==> src/rtl/instr_fetch_ctrl_pkg.sv <==
// Shared types and constants for the instruction fetch controller.
// Contents: halt opcode, fetch FSM state type, prefetch queue entry type,
// and a helper that recognises a halt word.
package if_pkg;

    localparam int unsigned XLEN     = 16;
    localparam logic [3:0]  HALT_OPC = 4'hF;

    typedef enum logic {
        RUN    = 1'b0,
        HALTED = 1'b1
    } fetch_state_t;

    typedef struct packed {
        logic [XLEN-1:0] pc;
        logic [XLEN-1:0] instr;
    } if_entry_t;

    // True when the word's opcode field is the halt opcode.
    function automatic logic is_halt(input logic [XLEN-1:0] word);
        return word[XLEN-1:XLEN-4] == HALT_OPC;
    endfunction

endpackage

==> src/rtl/instr_fetch_ctrl_if.sv <==
// Bus bundle between the fetch controller, instruction memory and decode.
//   im_addr/im_rd_en/im_instr       : instruction memory read port
//   if_instr/if_pc/if_valid/if_ready: head-of-queue handshake to decode
//   redirect/redirect_pc            : branch/jump redirect from later stages
//   halted, perf_fetched, perf_bubbles : status and performance counters
// master = fetch controller, slave = surrounding environment.
interface instr_fetch_ctrl_if;

    logic [15:0] im_addr;
    logic        im_rd_en;
    logic [15:0] im_instr;
    logic [15:0] if_instr;
    logic [15:0] if_pc;
    logic        if_valid;
    logic        if_ready;
    logic        redirect;
    logic [15:0] redirect_pc;
    logic        halted;
    logic [15:0] perf_fetched;
    logic [15:0] perf_bubbles;

    modport master (
        output im_addr, im_rd_en, if_instr, if_pc, if_valid,
               halted, perf_fetched, perf_bubbles,
        input  im_instr, if_ready, redirect, redirect_pc
    );

    modport slave (
        input  im_addr, im_rd_en, if_instr, if_pc, if_valid,
               halted, perf_fetched, perf_bubbles,
        output im_instr, if_ready, redirect, redirect_pc
    );

endinterface

==> src/rtl/instr_fetch_ctrl_fifo.sv <==
// Prefetch queue: DEPTH-entry synchronous FIFO of {pc, instr} entries.
// Ports:
//   clk, rst   : clock, asynchronous active-high reset
//   flush      : drop all entries (wins over push/pop)
//   push/push_data : enqueue one entry
//   pop        : dequeue head (caller guarantees valid)
//   head/valid : head entry and non-empty flag
//   count      : number of entries held
// DEPTH must be a power of two (pointers wrap naturally).
module if_prefetch_fifo
    import if_pkg::*;
#(
    parameter int unsigned DEPTH = 2
) (
    input  logic                     clk,
    input  logic                     rst,
    input  logic                     flush,
    input  logic                     push,
    input  if_entry_t                push_data,
    input  logic                     pop,
    output if_entry_t                head,
    output logic                     valid,
    output logic [$clog2(DEPTH):0]   count
);

    localparam int unsigned AW = $clog2(DEPTH);
    localparam int unsigned CW = AW + 1;

    if_entry_t         mem [DEPTH];
    logic [AW-1:0]     rd_ptr;
    logic [AW-1:0]     wr_ptr;
    logic [CW-1:0]     cnt;

    // Storage, pointers and occupancy.
    always_ff @(posedge clk or posedge rst) begin
        if (rst) begin
            mem    <= '{default: '0};
            rd_ptr <= '0;
            wr_ptr <= '0;
            cnt    <= '0;
        end else if (flush) begin
            rd_ptr <= '0;
            wr_ptr <= '0;
            cnt    <= '0;
        end else begin
            if (push) begin
                mem[wr_ptr] <= push_data;
                wr_ptr      <= wr_ptr + AW'(1);
            end
            if (pop) begin
                rd_ptr <= rd_ptr + AW'(1);
            end
            case ({push, pop})
                2'b10:   cnt <= cnt + CW'(1);
                2'b01:   cnt <= cnt - CW'(1);
                default: cnt <= cnt;
            endcase
        end
    end

    assign head  = mem[rd_ptr];
    assign valid = (cnt != '0);
    assign count = cnt;

endmodule

==> src/rtl/instr_fetch_ctrl.sv <==
// Instruction fetch controller: owns the PC, issues one-cycle-latency reads
// to instruction memory, queues responses and presents them to decode.
// Handles decode back-pressure, branch redirects and halt detection.
// Ports:
//   clk  : system clock, rising edge
//   rst  : asynchronous active-high reset
//   bus  : instr_fetch_ctrl_if.master (IM read port, decode handshake,
//          redirect, halted, perf counters)
// Build option: define IF_PERF_CNT_EN to get saturating perf_fetched /
// perf_bubbles counters; otherwise both read as zero.
module instr_fetch_ctrl
    import if_pkg::*;
#(
    parameter int unsigned DEPTH    = 2,
    parameter logic [15:0] RESET_PC = 16'h0000
) (
    input  logic                      clk,
    input  logic                      rst,
    instr_fetch_ctrl_if.master        bus
);

    localparam int unsigned CW = $clog2(DEPTH) + 1;
    localparam int unsigned OW = CW + 1;

    fetch_state_t    state;
    logic [15:0]     fetch_pc;
    logic            inflight;
    logic            discard;

    if_entry_t       head;
    logic            head_valid;
    logic [CW-1:0]   count;

    logic            pop_c;
    logic            capture_c;
    logic            halt_hit_c;
    logic            issue_c;
    logic [OW-1:0]   occ_c;
    logic [OW-1:0]   limit_c;
    if_entry_t       push_data_c;

    // Decode handshake and response capture; a redirect kills the arriving word.
    assign pop_c       = head_valid & bus.if_ready;
    assign capture_c   = inflight & ~discard & ~bus.redirect;
    assign halt_hit_c  = capture_c & is_halt(bus.im_instr);
    assign push_data_c = '{pc: fetch_pc - 16'd1, instr: bus.im_instr};

    // Issue only if the response is guaranteed a slot, counting this cycle's pop.
    assign occ_c   = OW'(count) + OW'(inflight);
    assign limit_c = OW'(DEPTH) + OW'(pop_c);
    assign issue_c = ~rst & (state == RUN) & ~bus.redirect & (occ_c < limit_c);

    // The memory port must see the read in the same cycle the slot is known free.
    assign bus.im_rd_en = issue_c;
    assign bus.im_addr  = fetch_pc;

    // PC, in-flight tracking and RUN/HALTED state.
    always_ff @(posedge clk or posedge rst) begin
        if (rst) begin
            state    <= RUN;
            fetch_pc <= RESET_PC;
            inflight <= 1'b0;
            discard  <= 1'b0;
        end else begin
            inflight <= issue_c;
            // A read issued alongside the HLT capture is behind the halt.
            discard  <= issue_c & halt_hit_c;
            if (bus.redirect) begin
                fetch_pc <= bus.redirect_pc;
                state    <= RUN;
            end else begin
                if (issue_c) begin
                    fetch_pc <= fetch_pc + 16'd1;
                end
                case (state)
                    RUN:    if (halt_hit_c) state <= HALTED;
                    HALTED: state <= HALTED;
                endcase
            end
        end
    end

    if_prefetch_fifo #(
        .DEPTH (DEPTH)
    ) u_fifo (
        .clk       (clk),
        .rst       (rst),
        .flush     (bus.redirect),
        .push      (capture_c),
        .push_data (push_data_c),
        .pop       (pop_c),
        .head      (head),
        .valid     (head_valid),
        .count     (count)
    );

    assign bus.if_instr = head.instr;
    assign bus.if_pc    = head.pc;
    assign bus.if_valid = head_valid;
    assign bus.halted   = (state == HALTED);

`ifdef IF_PERF_CNT_EN
    logic [15:0] fetched_q;
    logic [15:0] bubbles_q;

    // Saturating pop and starvation counters.
    always_ff @(posedge clk or posedge rst) begin
        if (rst) begin
            fetched_q <= '0;
            bubbles_q <= '0;
        end else begin
            if (pop_c && fetched_q != 16'hFFFF) begin
                fetched_q <= fetched_q + 16'd1;
            end
            if (bus.if_ready && !head_valid && state == RUN && bubbles_q != 16'hFFFF) begin
                bubbles_q <= bubbles_q + 16'd1;
            end
        end
    end

    assign bus.perf_fetched = fetched_q;
    assign bus.perf_bubbles = bubbles_q;
`else
    assign bus.perf_fetched = 16'h0000;
    assign bus.perf_bubbles = 16'h0000;
`endif

endmodule

==> src/flat_wrapper.sv <==
// flat-port wrapper written by rule: the top's interface ports become plain ports
module instr_fetch_ctrl_flat import if_pkg::*;
#(
    parameter int unsigned DEPTH    = 2,
    parameter logic [15:0] RESET_PC = 16'h0000
)
  (clk, rst, bus_im_addr, bus_im_rd_en, bus_if_instr, bus_if_pc, bus_if_valid, bus_halted, bus_perf_fetched, bus_perf_bubbles, bus_im_instr, bus_if_ready, bus_redirect, bus_redirect_pc);
  instr_fetch_ctrl_if bus_i ();
  input  logic clk;
  input  logic rst;
  output wire logic [$bits(bus_i.im_addr)-1:0] bus_im_addr;
  output wire logic [$bits(bus_i.im_rd_en)-1:0] bus_im_rd_en;
  output wire logic [$bits(bus_i.if_instr)-1:0] bus_if_instr;
  output wire logic [$bits(bus_i.if_pc)-1:0] bus_if_pc;
  output wire logic [$bits(bus_i.if_valid)-1:0] bus_if_valid;
  output wire logic [$bits(bus_i.halted)-1:0] bus_halted;
  output wire logic [$bits(bus_i.perf_fetched)-1:0] bus_perf_fetched;
  output wire logic [$bits(bus_i.perf_bubbles)-1:0] bus_perf_bubbles;
  input wire logic [$bits(bus_i.im_instr)-1:0] bus_im_instr;
  input wire logic [$bits(bus_i.if_ready)-1:0] bus_if_ready;
  input wire logic [$bits(bus_i.redirect)-1:0] bus_redirect;
  input wire logic [$bits(bus_i.redirect_pc)-1:0] bus_redirect_pc;
  assign bus_im_addr = bus_i.im_addr;
  assign bus_im_rd_en = bus_i.im_rd_en;
  assign bus_if_instr = bus_i.if_instr;
  assign bus_if_pc = bus_i.if_pc;
  assign bus_if_valid = bus_i.if_valid;
  assign bus_halted = bus_i.halted;
  assign bus_perf_fetched = bus_i.perf_fetched;
  assign bus_perf_bubbles = bus_i.perf_bubbles;
  assign bus_i.im_instr = bus_im_instr;
  assign bus_i.if_ready = bus_if_ready;
  assign bus_i.redirect = bus_redirect;
  assign bus_i.redirect_pc = bus_redirect_pc;
  instr_fetch_ctrl #(.DEPTH(DEPTH), .RESET_PC(RESET_PC)) u_core (.clk(clk), .rst(rst), .bus(bus_i));
endmodule
==> config.mk <==
export PLATFORM = sky130hd
export DESIGN_NAME = instr_fetch_ctrl_flat
export DESIGN_NICKNAME = d
export VERILOG_FILES = /design/src/rtl/instr_fetch_ctrl_pkg.sv /design/src/rtl/instr_fetch_ctrl_if.sv /design/src/rtl/instr_fetch_ctrl_fifo.sv /design/src/rtl/instr_fetch_ctrl.sv /design/src/flat_wrapper.sv
export SDC_FILE = /design/constraint.sdc
export NUM_CORES = 1
export LEC_CHECK = 0
export CAP_MARGIN = 20
export CORE_MARGIN = 1
export CORE_UTILIZATION = 45
export DETAILED_ROUTE_END_ITERATION = 7
export GPL_TIMING_DRIVEN = 0
export PLACE_DENSITY = 0.84
export RECOVER_POWER = 100
export SLEW_MARGIN = 15
export SYNTH_ARGS = -nofsm -noshare
export SYNTH_HDL_FRONTEND = slang
export SYNTH_SLANG_ARGS = --single-unit
==> constraint.sdc <==
create_clock -name clk -period 9.9 [get_ports clk]
set_input_delay 2.97 -clock clk [delete_from_list [all_inputs] [get_ports clk]]
set_output_delay 2.97 -clock clk [all_outputs]
set_load 0.005 [all_outputs]
==> metrics.txt, run 1 <==
cts hold-fix bufs=0; CP max-delay cell=dlygate4sd3_1; R2R cell count=6; io pins=about 120; final hold vios=0; DRC=0; Critical Path Most Common Cell=clkbuf_1; commonest non-fill, non-tap cell in the layout=dfrtp_1; standard-cell rows=37; post-synthesis register bit count=87; max cap viols=1; Tmin final=around 8.6 ns; CP cell instances=dlygate4sd3_1, clkbuf_1, clkbuf_1, clkbuf_1, nor2_1, dlygate4sd3_1; Worst EP arrival=5.65 ns; Post-synth EDFFs=0; worst setup path endpoint=bus_im_rd_en; Setup crit end kind=primary output; number of CTS-inserted buffers=9; TNS Setup=0 ns; Tot GR Track Use=a little over a fifth; Clock H-tree levels=3; Initial DRT Pass Iterations=5; CTS Sinks=between 80 and 90; outcome=complete, but fails checks; Post-DP HPWL=approximately 8.6 mm; Routed wire per std cell=about 15 µm; RSZ-0062 raised after global routing=false; CP peak stage delay=roughly 0.64 ns; DIE HEIGHT=105 µm; Die X=between 100 and 150 µm; Crit Path Category=input pin to primary output; Iteration-0 DRC Markers=241; CTS max path bufs=2; Area Overhead vs Synth=27.5%; largest net degree at the start of global routing=63; Worst R2R Start=u_core.u_fifo.count[0]; pwr/cell area=approximately 170 mW/mm²; Clock Tree Root=clkbuf_8; Max Transition Viols Final=between 60 and 70; failing checks=capacitance limit, slew limit; RR Endpoint=u_core.bus.im_addr[14]; share of post-route cells with drive strength above 1=approximately 17%; Core ar.=between 0.01 and 0.015 mm²; IO Port Bufs=86; Post-Syn Instances=around 500; final hold slack=roughly 0.48 ns; GP Congestion=0.870; Leak Pwr=2.60 nW; Cell Area, Synth=between 0.004 and 0.005 mm²; Seq/Total Area, Yosys=between 40% and 50%; worst endpoint required time=slightly below 7 ns; Setup crit start kind=input pin; antenna diode count=0; CP max FO=10; Slew @ Worst Pin=roughly 3.2 ns; Period Utilization, post-route=just under 90%; first-pass GRT wire length=approximately 19 mm; ys async rst share=100%; maximum vdd drop=between 0.08 and 0.09 mV; CTS tree=done; endpoints failing setup=0; Reg clk slew, reported paths=0.09 ns; starting density of the core=between 40% and 50%; Synth Flop Type=dfrtp_1; CTS resizes=0; Worst-Skew Late Latency=approximately 0.36 ns; DR vias/cell=~5.4; max_slew headroom=-116%; r2r setup slk=7.28 ns; via count=approximately 4100; Synth warnings=0; die area=roughly 0.011 mm²; antenna violations before repair=0; postcts setup bufs=0; Post-DP Area=0.00591 mm²; post-synthesis cell type count=44; Synth Area per Inst=around 9.5 µm²; worst hold path class=flop to flop; post-route cell area=0.00604 mm²; Final ANT Viol Nets=0; vias in the first global route=between 4000 and 5000; post-route clock skew=roughly 0.014 ns; Nets=665; routed wire length=11.7 mm; worst setup path start=bus_redirect; highest-count cells in the layout ignoring fill and taps=dfrtp_1, nand2_1, dlygate4sd3_1; Remaining Overflow, GRT=0; Max Clock Freq=~120 MHz
-- Yosys cell counts (8+ instances only) --
cell	instances	share of area [%]
mux2_2	48	11
buf_4	33	5.2
nor2b_1	9	1.2
o21ai_0	19	2.0
nand2_1	79	6.3
clkbuf_1	27	2.1
xor2_1	8	1.5
nand3_1	18	1.9
nor2_1	40	3.2
a31oi_1	11	1.5
o31ai_1	9	1.4
dfrtp_1	87	46
a21oi_1	16	1.7
nor4_1	8	1.1
-- worst max-delay path, delay by kind of cell --
kind | cells | cell delay (ns)
buf+inv | 5 | 2.53
simple gates | 1 | 0.13
-- cell families after synthesis --
family / synth area share (%)
simple gates: 20.5
flops: 46.0
buf+inv: 9.36
compound gates: 8.85
mux: 11.4
xor+xnor: 2.77
fa+ha+maj: 1.06
other cells: 0.0792
-- routing by layer --
layer	share of wire, %	track usage, %	up-vias
li1	-	-	1915
met1	43	28.3	1998
met2	49	37.3	189
met3	6.6	3.43	16
met4	1.1	6.94	0
met5	0	0	-
-- flip-flops by register name, indices dropped and copies added, names as in the netlist --
| register | flops |
|---|---|
| u_core.discard | 1 |
| u_core.u_fifo.rd_ptr | 1 |
| u_core.bus.halted | 1 |
| u_core.bus.im_addr | 16 |
| u_core.inflight | 1 |
| u_core.u_fifo.count | 2 |
| u_core.u_fifo.wr_ptr | 1 |
| u_core.u_fifo.mem | 64 |
-- per-stage QoR --
| step | setup slack [ns] | std cells | utilization, % | total power [W] |
|---|---|---|---|---|
| finish | 1.28 | 766 | 58.8 | 0.00102 |
| global route | 1.04 | 766 | 58.8 | 0.00108 |
| CTS | 1.49 | 766 | 59.2 | 0.00104 |
| detailed placement | 1.48 | 750 | 57.5 | 0.000822 |
| global placement | 1.52 | 749 | 57.2 | 0.000802 |
| floorplan | 3.02 | 527 | - | 0.000662 |
-- cell type report --
type	count	area (µm²)
tap	136	170
clock inverter	6	46.3
timing repair buffer	87	865
fill	887	4240
inverter	6	23.8
clock buffer	10	128
buffer	67	398
sequential	87	2180
multi-input combinational	367	2230
-- where the power goes --
| group | internal (W) | total [W] | switching [W] |
|---|---|---|---|
| combinational | 0.000171 | 0.000304 | 0.000133 |
| sequential | 0.000440 | 0.000491 | 0.0000514 |
| clock | 0.0000926 | 0.000227 | 0.000134 |
| total | 0.000703 | 0.00102 | 0.000319 |
-- how the worst min path moves through the flow --
| stage | from | end | depth (start not counted) |
|---|---|---|---|
| after floorplan | u_core.u_fifo.mem[0] | u_core.u_fifo.mem[0] | 2 |
| after global placement | u_core.u_fifo.mem[13] | u_core.u_fifo.mem[13] | 2 |
| after detailed placement | u_core.u_fifo.mem[1] | u_core.u_fifo.mem[1] | 2 |
| after CTS | u_core.u_fifo.mem[1] | u_core.u_fifo.mem[1] | 2 |
| after global routing | u_core.u_fifo.mem[19] | u_core.u_fifo.mem[19] | 2 |
| final | u_core.u_fifo.mem[19] | u_core.u_fifo.mem[19] | 2 |
(Power assumes the default switching activity.)
==> inputs of run 2 (changes only) <==
--- a/config.mk
+++ b/config.mk
@@ -12,7 +12,6 @@
 export GPL_TIMING_DRIVEN = 0
 export PLACE_DENSITY = 0.84
 export RECOVER_POWER = 100
-export SLEW_MARGIN = 15
 export SYNTH_ARGS = -nofsm -noshare
 export SYNTH_HDL_FRONTEND = slang
 export SYNTH_SLANG_ARGS = --single-unit
==> results of run 2 <==
Same layout as run 1: the final DEF is identical, and so are final timing and power.
==> inputs of run 3 (changes only) <==
--- a/config.mk
+++ b/config.mk
@@ -6,10 +6,11 @@
 export NUM_CORES = 1
 export LEC_CHECK = 0
 export CAP_MARGIN = 20
-export CORE_MARGIN = 1
 export CORE_UTILIZATION = 45
+export CTS_CLUSTER_SIZE = 14
 export DETAILED_ROUTE_END_ITERATION = 7
 export GPL_TIMING_DRIVEN = 0
+export MAX_ROUTING_LAYER = met4
 export PLACE_DENSITY = 0.84
 export RECOVER_POWER = 100
 export SYNTH_ARGS = -nofsm -noshare
==> run 3 against run 2 <==
The run now fails in detailed routing (5_2_route). Synthesized area is the same. Global-route usage grew 1.5 points. Synthesized cell count is the same.
==> metrics.txt, run 3 <==
outcome=did not finish; stage reached=detailed routing (5_2_route); Halt Reason=[ERROR DRT-0255] Maze Route cannot find path of net clk in worker of routeBox ( 96600 0 ) ( 104570 48300 ).; Synth warnings=0; CTS Sinks=just under 90; Cell Area, Synth=0.00473 mm²; area leader, netlist=dfrtp_1; area share of the largest cell type after synthesis=~46%; cts hold-fix bufs=0; first-pass GRT wire length=slightly below 20 mm; Die X=approximately 100 µm; most common cell in the synthesized netlist=dfrtp_1; Post-DP HPWL=between 8 and 9 mm; Synth Flop Type=dfrtp_1; antenna violations before repair=0; GP Congestion=0.877; Clock H-tree levels=3; CTS max path bufs=2; starting density of the core=a little under half; Clock Tree Root=clkbuf_8; synth cell count leaders=dfrtp_1, nand2_1, mux2_2; IO Port Bufs=86; post-synthesis register bit count=87; Remaining Overflow, GRT=0; CTS resizes=0; io pins=119; standard-cell rows=37; largest net degree at the start of global routing=a little under 80; Post-synth EDFFs=0; Synth area leaders=dfrtp_1, mux2_2, nand2_1, buf_4, nor2_1; Post-Syn Instances=496; postcts setup bufs=0; placed cells=750; Tot GR Track Use=about a quarter; post-synthesis cell type count=between 40 and 50; Synth Area per Inst=~9.5 µm²; ys async rst share=100%; DIE HEIGHT=105 µm; vias in the first global route=roughly 4000; Seq/Total Area, Yosys=between 40% and 50%; Post-DP Area=approximately 0.0059 mm²; number of CTS-inserted buffers=9
-- run 3: routing by layer --
metal / track usage, %
met5: -
met4: 9.26
met3: 3.18
met2: 37.1
met1: 30.3
-- run 3: metrics by stage --
step | utilization (%) | setup WS (ns) | hold WS, ns
after global placement | 57.2 | 1.50 | 0.452
after CTS | 59.4 | 1.47 | 0.479
after detailed placement | 57.5 | 1.48 | 0.457
after global routing | 58.9 | 1.07 | 0.499
after floorplan | - | 3.02 | 0.440
-- run 3: cells by family after synthesis --
family          share of synthesized area, %
xor+xnor                                2.77
compound gates                          8.85
other cells                           0.0792
mux                                     11.4
flops                                   46.0
fa+ha+maj                               1.06
buf+inv                                 9.36
simple gates                            20.5
==> inputs of run 4 (changes only) <==
--- a/config.mk
+++ b/config.mk
@@ -6,12 +6,10 @@
 export NUM_CORES = 1
 export LEC_CHECK = 0
 export CAP_MARGIN = 20
-export CORE_UTILIZATION = 45
-export CTS_CLUSTER_SIZE = 14
+export CORE_UTILIZATION = 30
 export DETAILED_ROUTE_END_ITERATION = 7
 export GPL_TIMING_DRIVEN = 0
-export MAX_ROUTING_LAYER = met4
-export PLACE_DENSITY = 0.84
+export PLACE_DENSITY_LB_ADDON = 0.15
 export RECOVER_POWER = 100
 export SYNTH_ARGS = -nofsm -noshare
 export SYNTH_HDL_FRONTEND = slang
==> run 4 against run 3 <==
The flow now finishes, with violations (capacitance limit, slew limit). Global-route usage decreased by 6.9 points.
==> metrics.txt, run 4 (synthesized netlist as in run 1, its figures left out) <==
Worst-Skew Late Latency=about 0.34 ns; outcome=complete, but fails checks; Setup crit end kind=primary output; IO Port Bufs=86; CTS Sinks=87; TNS Setup=0 ns; CP cell instances=dlygate4sd3_1, clkbuf_1, clkbuf_1, clkbuf_1, nor2_1, dlygate4sd3_1; DIE HEIGHT=between 100 and 150 µm; Critical Path Most Common Cell=clkbuf_1; Die X=128 µm; post-route clock skew=0.00790 ns; CP max FO=10; Core ar.=about 0.015 mm²; RSZ-0062 raised after global routing=false; final core utilization=41.1%; highest-count cells in the layout ignoring fill and taps=dfrtp_1, nand2_1, dlygate4sd3_1; WP buf/inv=5; Area Overhead vs Synth=32.9%; die area=0.0163 mm²; pwr/cell area=between 150 and 200 mW/mm²; standard-cell rows=45; Initial DRT Pass Iterations=5; antenna diode count=0; Clock Tree Root=clkbuf_16; first-pass GRT wire length=~21 mm; Remaining Overflow, GRT=0; max_slew headroom=-145%; Period Utilization, post-route=between 80% and 90%; vias in the first global route=about 4000; final std cells w/o fill=840; largest net degree at the start of global routing=67; most flop-heavy register=u_core.u_fifo.mem; CP max-delay cell=dlygate4sd3_1; Max Transition Viols Final=67; Post-DP HPWL=about 9.2 mm; share of post-route cells with drive strength above 1=roughly 17%; CTS tree=done; worst endpoint required time=6.93 ns; Worst EP arrival=around 5.7 ns; Clock H-tree levels=3; commonest non-fill, non-tap cell in the layout=dfrtp_1; starting density of the core=30.9%; io pins=about 120; Routed wire per std cell=15.2 µm; Post-DP Area=approximately 0.006 mm²; DRC=0; Tmin final=~8.6 ns; placed cells=about 830; cts hold-fix bufs=0; DR vias/cell=4.73; via count=around 4000; CP top delay family=buffers and inverters; failing checks=capacitance limit, slew limit; Nets=approximately 670; post-route cell area=about 0.0063 mm²; Max Clock Freq=~120 MHz; worst hold path class=flop to flop; postcts setup bufs=0; final hold vios=0; Final ANT Viol Nets=0; Crit Path Category=input pin to primary output; routed wire length=between 10 and 15 mm; Setup crit start kind=input pin; Slew @ Worst Pin=between 3 and 4 ns; number of CTS-inserted buffers=9; Fillers=between 1500 and 2000; antenna violations before repair=0; Leak Pwr=~2.7 nW; endpoints failing setup=0; Tot GR Track Use=16.4%; CTS max path bufs=2; CTS resizes=0; CP peak stage delay=about 0.63 ns; final hold slack=between 0.4 and 0.5 ns; GP Congestion=approximately 0.85; maximum vdd drop=~0.081 mV; max cap viols=1; Reg clk slew, reported paths=approximately 0.060 ns; Iteration-0 DRC Markers=220; number of flip-flops under the largest register name=64
[run 4: final cells by class]
cell class                 instances  area [µm²]  area share, %
sequential                        87        2180           34.6
buffer                            67         398           6.32
multi-input combinational        367        2230           35.4
timing repair buffer              87         865           13.7
inverter                           6        23.8          0.378
clock buffer                      10         229           3.64
clock inverter                     5         106           1.69
tap                              211         264           4.19
[run 4: power breakdown]
group	total [W]	internal [W]	switching, W
sequential	0.000490	0.000441	0.0000492
combinational	0.000305	0.000172	0.000133
clock	0.000389	0.000246	0.000143
[run 4: path summary, 6_finish.rpt]
kind / cells past startpoint / slack (ns) / startpoint / endpoint
max: 6 / 1.28 / bus_redirect / bus_im_rd_en
min: 2 / 0.47 / u_core.u_fifo.mem[10] / u_core.u_fifo.mem[10]
max reg2reg: 7 / 7.26 / u_core.u_fifo.count[0] / u_core.bus.im_addr[7]
min reg2reg: 2 / 0.47 / u_core.u_fifo.mem[10] / u_core.u_fifo.mem[10]
max in group asynchronous: 3 / 2.62 / rst / u_core.u_fifo.mem[11]
min in group asynchronous: 2 / 3.32 / rst / u_core.bus.halted
[run 4: routing by layer]
| metal | wire length, µm | track usage [%] | share of wire (%) |
|---|---|---|---|
| met5 | 0 | 0 | 0 |
| met4 | 240 | 7.13 | 1.9 |
| met3 | 712 | 2.85 | 5.6 |
| met2 | 5760 | 24.2 | 45 |
| met1 | 6060 | 23.5 | 47 |
[run 4: worst register-to-register path, delay by kind of cell (launching register included)]
family / cells / cell delay (ns)
adder cells (fa/ha/maj): 2 / 0.40
AND/OR/NAND/NOR: 3 / 1.32
flip-flops: 1 / 0.42
buffers and inverters: 1 / 0.22
AO/OA/AOI/OAI: 1 / 0.19
[run 4: per-stage QoR]
| step | worst slack (ns) | total power, W |
|---|---|---|
| after floorplan | 3.02 | 0.000662 |
| after global placement | 1.45 | 0.000812 |
| after detailed placement | 1.46 | 0.000824 |
| after CTS | 1.45 | 0.00122 |
| after global routing | 1.10 | 0.00126 |
| final | 1.28 | 0.00118 |
